`src/rtl/reflet_fifo_mmio_pkg.sv`:
```
// Register map and bit positions shared by the reflet FIFO mailbox.
package reflet_fifo_mmio_pkg;

  typedef enum logic [1:0] {
    REG_DATA   = 2'd0,
    REG_STATUS = 2'd1,
    REG_CTRL   = 2'd2,
    REG_RSVD   = 2'd3
  } reg_addr_e;

  localparam int unsigned STAT_EMPTY     = 0;
  localparam int unsigned STAT_FULL      = 1;
  localparam int unsigned STAT_OVF       = 2;
  localparam int unsigned STAT_COUNT_LSB = 3;

  localparam int unsigned CTRL_INT_EN  = 0;
  localparam int unsigned CTRL_CLR_OVF = 1;
  localparam int unsigned CTRL_FLUSH   = 2;

endpackage

```
`src/rtl/reflet_fifo_core.sv`:
```
// Synchronous FIFO with push/pop, occupancy count and flush.
// A push into a full FIFO is still accepted when a pop happens on the same edge.
module reflet_fifo_core #(
  parameter int unsigned width      = 16,
  parameter int unsigned depth_log2 = 3
) (
  input  logic                  clk,
  input  logic                  reset,
  input  logic                  push,
  input  logic                  pop,
  input  logic                  flush,
  input  logic [width-1:0]      wdata,
  output logic [width-1:0]      head_c,
  output logic [depth_log2:0]   count,
  output logic                  full_c,
  output logic                  empty_c,
  output logic                  drop_c
);

  localparam int unsigned depth = 1 << depth_log2;
  localparam int unsigned pw    = depth_log2;
  localparam int unsigned cw    = depth_log2 + 1;

  logic [width-1:0] mem [depth];
  logic [pw-1:0]    wr_ptr;
  logic [pw-1:0]    rd_ptr;
  logic             do_push;
  logic             do_pop;

  assign empty_c = (count == '0);
  assign full_c  = (count == cw'(depth));
  assign do_pop  = pop && !empty_c && !flush;
  assign do_push = push && !flush && (!full_c || do_pop);
  assign drop_c  = push && !flush && full_c && !do_pop;
  assign head_c  = mem[rd_ptr];

  // Storage needs no reset; contents are meaningless while count is 0.
  always_ff @(posedge clk) begin
    if (do_push) mem[wr_ptr] <= wdata;
  end

  always_ff @(posedge clk or negedge reset) begin
    if (!reset) begin
      wr_ptr <= '0;
      rd_ptr <= '0;
      count  <= '0;
    end else if (flush) begin
      wr_ptr <= '0;
      rd_ptr <= '0;
      count  <= '0;
    end else begin
      if (do_push) wr_ptr <= wr_ptr + pw'(1);
      if (do_pop)  rd_ptr <= rd_ptr + pw'(1);
      case ({do_push, do_pop})
        2'b10:   count <= count + cw'(1);
        2'b01:   count <= count - cw'(1);
        default: count <= count;
      endcase
    end
  end

endmodule

```
`src/rtl/reflet_fifo_mmio.sv`:
```
// Memory-mapped transmit mailbox on the reflet CPU bus with a stream drain side.
// Optional macro REFLET_FIFO_MMIO_PEEK_EN: DATA reads return the head word without popping.
module reflet_fifo_mmio
  import reflet_fifo_mmio_pkg::*;
#(
  parameter int unsigned wordsize   = 16,
  parameter int unsigned depth_log2 = 3
) (
  input  logic                clk,
  input  logic                reset,
  input  logic                enable,
  input  logic [1:0]          addr,
  input  logic [wordsize-1:0] data_in,
  input  logic                write_en,
  output logic [wordsize-1:0] data_out,
  output logic [wordsize-1:0] out_data,
  output logic                out_valid,
  input  logic                out_ready,
  output logic                irq
);

  localparam int unsigned cw = depth_log2 + 1;

  logic [cw-1:0]       count;
  logic                full_c;
  logic                empty_c;
  logic                drop_c;
  logic [wordsize-1:0] head_c;
  logic                bus_wr;
  logic                bus_rd;
  logic                push;
  logic                pop;
  logic                ctrl_wr;
  logic                flush;
  logic                overflow;
  logic                int_en;
  logic [wordsize-1:0] rd_word;
  reg_addr_e           reg_sel;

  assign reg_sel   = reg_addr_e'(addr);
  assign bus_wr    = enable && write_en;
  assign bus_rd    = enable && !write_en;
  assign push      = bus_wr && (reg_sel == REG_DATA);
  assign ctrl_wr   = bus_wr && (reg_sel == REG_CTRL);
  assign flush     = ctrl_wr && data_in[CTRL_FLUSH];
  assign out_valid = !empty_c;
  assign pop       = out_valid && out_ready;
  assign out_data  = head_c;

  reflet_fifo_core #(
    .width      (wordsize),
    .depth_log2 (depth_log2)
  ) u_core (
    .clk     (clk),
    .reset   (reset),
    .push    (push),
    .pop     (pop),
    .flush   (flush),
    .wdata   (data_in),
    .head_c  (head_c),
    .count   (count),
    .full_c  (full_c),
    .empty_c (empty_c),
    .drop_c  (drop_c)
  );

  // Read mux reflects state before the access edge.
  always_comb begin
    rd_word = '0;
    case (reg_sel)
      REG_DATA: begin
`ifdef REFLET_FIFO_MMIO_PEEK_EN
        if (!empty_c) rd_word = head_c;
`endif
      end
      REG_STATUS: begin
        rd_word[STAT_EMPTY]              = empty_c;
        rd_word[STAT_FULL]               = full_c;
        rd_word[STAT_OVF]                = overflow;
        rd_word[STAT_COUNT_LSB +: cw]    = count;
      end
      REG_CTRL: rd_word[CTRL_INT_EN] = int_en;
      default:  rd_word = '0;
    endcase
  end

  always_ff @(posedge clk or negedge reset) begin
    if (!reset) begin
      overflow <= 1'b0;
      int_en   <= 1'b0;
      irq      <= 1'b0;
      data_out <= '0;
    end else begin
      if (ctrl_wr) begin
        int_en <= data_in[CTRL_INT_EN];
        if (data_in[CTRL_CLR_OVF]) overflow <= 1'b0;
      end else if (drop_c) begin
        overflow <= 1'b1;
      end
      irq      <= int_en && empty_c;
      data_out <= bus_rd ? rd_word : '0;
    end
  end

endmodule

```
`config.mk`:
```
export PLATFORM = sky130hd
export DESIGN_NAME = reflet_fifo_mmio
export DESIGN_NICKNAME = d
export VERILOG_FILES = /design/src/rtl/reflet_fifo_mmio_pkg.sv /design/src/rtl/reflet_fifo_core.sv /design/src/rtl/reflet_fifo_mmio.sv
export SDC_FILE = /design/constraint.sdc
export NUM_CORES = 1
export LEC_CHECK = 0
export BUFFER_PORTS_ARGS = -buffer_cell sky130_fd_sc_hd__buf_2
export CAP_MARGIN = 20
export CORE_MARGIN = 4
export CORE_UTILIZATION = 45
export CTS_BUF_LIST = sky130_fd_sc_hd__clkbuf_8
export DETAILED_ROUTE_END_ITERATION = 8
export PLACE_DENSITY_LB_ADDON = 0.1
export REMOVE_ABC_BUFFERS = 1
export SKIP_CTS_REPAIR_TIMING = 1
export SLEW_MARGIN = 20
export SYNTH_ARGS = -nofsm -noshare
export SYNTH_HDL_FRONTEND = slang
export SYNTH_HIERARCHICAL = 1
export SYNTH_SLANG_ARGS = --single-unit
```
`constraint.sdc`:
```
create_clock -name clk -period 9.1 [get_ports clk]
set_input_delay 0.455 -clock clk [delete_from_list [all_inputs] [get_ports clk]]
set_output_delay 0.455 -clock clk [all_outputs]
set_load 0.01 [all_outputs]
```
==> results.toml <==
[worst_setup_path]
max_stage_delay_ps = 710
rrSetupSlack_ps = 6070
crit_buf_inv = 1
worstPathArrival_ps = 3180
cp_max_fo = 9
r2r_start = "u_core/count[0]$_DFFE_PN0P_"
crit_path_start_kind = "flop"
endpoint_kind = "flop"
crit_required_ps = 9250
reg2reg_depth = 7
crit_path_frequent_cell = "nor2b_1"
slowest_stage = "nor3_2"
critical-path-top-delay-family = "simple AND/OR/NAND/NOR gates"
worst_r2r_endpoint = "u_core/mem[2][12]$_DFFE_PP_"
path_cells = "or3_1, nor2_1, nor2b_1, nor2b_1, o21ai_4, nor3_2, buf_4"
critPathKind = "flop to flop"

[global_route]
grt_pass1_vias = 3016
antenna_found_initial = 0
grt_use_total_pct = 16.1
gr-total-overflow = 0
grt_max_degree = 27
grt_pass1_wl_um = 17200

[synthesis]
ys.flop_type = "edfxtp_1"
synth_edf_count = 128
yosysUniqueCellTypes = 45
synth_seq_area_share_pct = 72.0
ys_warn_count = 6
yosys.area.top_type = "edfxtp_1"
syn_inst = 310
synth_area_leaders = "edfxtp_1 (64%), mux4_2 (12%), dfrtp_1 (8.3%), mux2_2 (3.0%), buf_4 (1.6%)"
netlist_area_um2 = 6030
synth_top_area_share_pct = 63.7
yosys_register_bits = 148
synth-async-reset-ratio_pct = 13.5
syn_avg_cell_area_um2 = 19.5

[timing]
final_max_slew_viol_count = 0
grt_setup_unrepaired = "false"
tightest_slew_ps = 959
fin_crit_ps = 3030
finalSetupViolCount = 0
slew_headroom_pct = 36.0
fmax_mhz = 330
fin_worst_skew_ps = 6.24
fin_crit_sh_pct = 33.3
hold_viol = 0
finalSetupTns_ps = 0

[place]
dp_hpwl_um = 7160
dpl-instance-area_um2 = 6490
port_buffers = 47
place_congestion = 0.750

[route]
wl_per_cell_um = 20.2
totalWireLength_um = 11300
first_pass_iters = 4
drtAntennaViolNets = 0
drt_iter0_markers = 225
avgViaCountPerCell = 5.29
post-route-drc-count = 0
vias = 2975

[hold_path]
hold_path.startpoint = "data_in[9]"
holdPathStages = 1
hold_path_class = "input port to flop"
whs_endpoint = "u_core/mem[0][9]$_DFFE_PP_"

[finish]
drive_gt1_share_pct = 39.4
fillCellCount = 1077
num_antenna_cells = 0
finish.instance_area_um2 = 6930
fin_nets = 404
fin_util_pct = 52.5
area_delta_synth_final_pct = 14.9

[run]
maxCapViolCount = 0

[floorplanning]
chipHeight_um = 124
die_w_um = 124
ioPinCount = 57
initial_core_util_pct = 45.7
design.die.area_um2 = 15300
fp.coreArea_um2 = 13200
rows = 42

[cts]
clockBufferDepth = 2
insertion_delay_ps = 440
cts_made_buffers = 17
clock-sinks = 148
htreeDepth = 4
cts_tree = "done"
clk_pin_slew_ps = 80
root_buffer = "clkbuf_8"

[pwr]
leakagePower_nw = 2.44
sw_frac_of_total_pct = 28.9
internal_power_mw = 1.34
finalPower_mw = 1.89
p_sw_uw = 546
p_per_area_nw_per_um2 = 272
irDropWorstVdd_uv = 98.4
pwr-share-comb_pct = 26.4
p_clk_share_pct = 28.4
seq_power_share_pct = 45.2

[outcome]
status = "completed"
[how the worst max path moves through the flow]
stage | start | endpoint | slack, ps | depth (start not counted)
after global routing | u_core/count[0]$_DFFE_PN0P_ | u_core/mem[6][10]$_DFFE_PP_ | 5810 | 7
after floorplan | addr[0] | u_core/mem[0][0]$_DFFE_PP_ | 5380 | 7
final | u_core/count[0]$_DFFE_PN0P_ | u_core/mem[2][12]$_DFFE_PP_ | 6070 | 7
after detailed placement | addr[0] | u_core/mem[2][2]$_DFFE_PP_ | 6000 | 9
after global placement | addr[0] | u_core/mem[2][13]$_DFFE_PP_ | 6020 | 9
after CTS | u_core/rd_ptr[0]$_DFFE_PN0P_ | out_data[9] | 6020 | 4
[per-layer routing]
metal / part of all wire, % / global-route usage, % / routed length [µm]
met5: 0 / 0 / 0
met4: 1.0 / 5.61 / 119
met3: 5.2 / 5.54 / 593
met2: 49 / 24.9 / 5580
met1: 45 / 21.3 / 5050
[through the flow]
step           setup slack [ps]  instances  hold slack, ps
4_1_cts                    6020        561           -54.8
3_5_place_dp               6000        529             436
3_3_place_gp               6020        529             426
5_1_grt                    5810        562             259
6_report                   6070        562             289
2_1_floorplan              5380        295             159
[flip-flops by register name (all words and copies together), names as in the netlist]
name	cells
data_out	7
int_en	1
irq	1
overflow	1
u_core/count	4
u_core/mem	128
u_core/rd_ptr	3
u_core/wr_ptr	3
[placed cells by master, fill, tap and decap left out, drive strengths merged, types with 3 or more instances in the layout]
cell type and count:
a211oi 3, o211ai 4, nand2b 4, xor2 4
edfxtp 128, clkbuf 17, clkinv 5, conb 9
or3 3, o21ai 3, clkinvlp 4, buf 58
inv 7, and2 8, bufinv 4, mux2 17
nor3 6, ha 7, mux4 32, dfrtp 20
nor2 15
[worst register-to-register path: stages (launching register included)]
cell     delay (ps)
dfrtp_1         520
or3_1           210
nor2_1          110
nor2b_1         390
nor2b_1         350
o21ai_4         140
nor3_2          710
buf_4           310
[layout make-up]
cell class / count / area [µm²] / area share (%)
Tap cell: 176 / 220 / 3.18
Clock inverter: 15 / 189 / 2.73
Timing Repair Buffer: 59 / 328 / 4.73
Inverter: 5 / 18.8 / 0.271
Sequential cell: 148 / 4350 / 62.7
Multi-Input combinational cell: 142 / 1590 / 23.0
Clock buffer: 17 / 234 / 3.38
[power groups by stage]
| stage | combinational [mW] | sequential, mW | clock, mW |
|---|---|---|---|
| 6_report | 0.498 | 0.853 | 0.535 |
| 5_1_grt | 0.545 | 0.862 | 0.578 |
| 4_1_cts | 0.510 | 0.857 | 0.548 |
| 3_5_place_dp | 0.508 | 0.871 | 0 |
| 3_3_place_gp | 0.509 | 0.870 | 0 |
| 2_1_floorplan | 0.334 | 0.877 | 0 |
[synthesized netlist by cell type (2+ instances only)]
cell type	number
o211ai_1	4
o21ai_0	2
nor2b_1	2
a211oi_1	2
mux2i_1	2
or3_1	2
nand2b_1	4
nand2_1	2
xor2_1	4
mux4_2	32
clkbuf_1	6
inv_1	5
buf_4	13
edfxtp_1	128
ha_1	7
mux2_2	16
dfrtp_1	20
nand3_1	2
nor3_1	6
buf_1	2
buf_2	2
and2_1	7
nor4_1	2
nor2_1	15
a21oi_1	2
xnor2_1	2
[cell families (layout without fill, tap and decap cells)]
kind of cell             after synthesis  in the layout  share of synthesized area (%)
AO/OA/AOI/OAI                         17             17                           2.20
XOR/XNOR                               6              6                          0.872
adder cells (fa/ha/maj)                8              8                           1.78
buffers and inverters                 28             96                           2.59
flip-flops                           148            148                           72.0
multiplexers                          51             51                           15.5
other                                  1              9                         0.0622
AND/OR/NAND/NOR                       51             51                           4.92
Power figures use the tool's default switching activity.
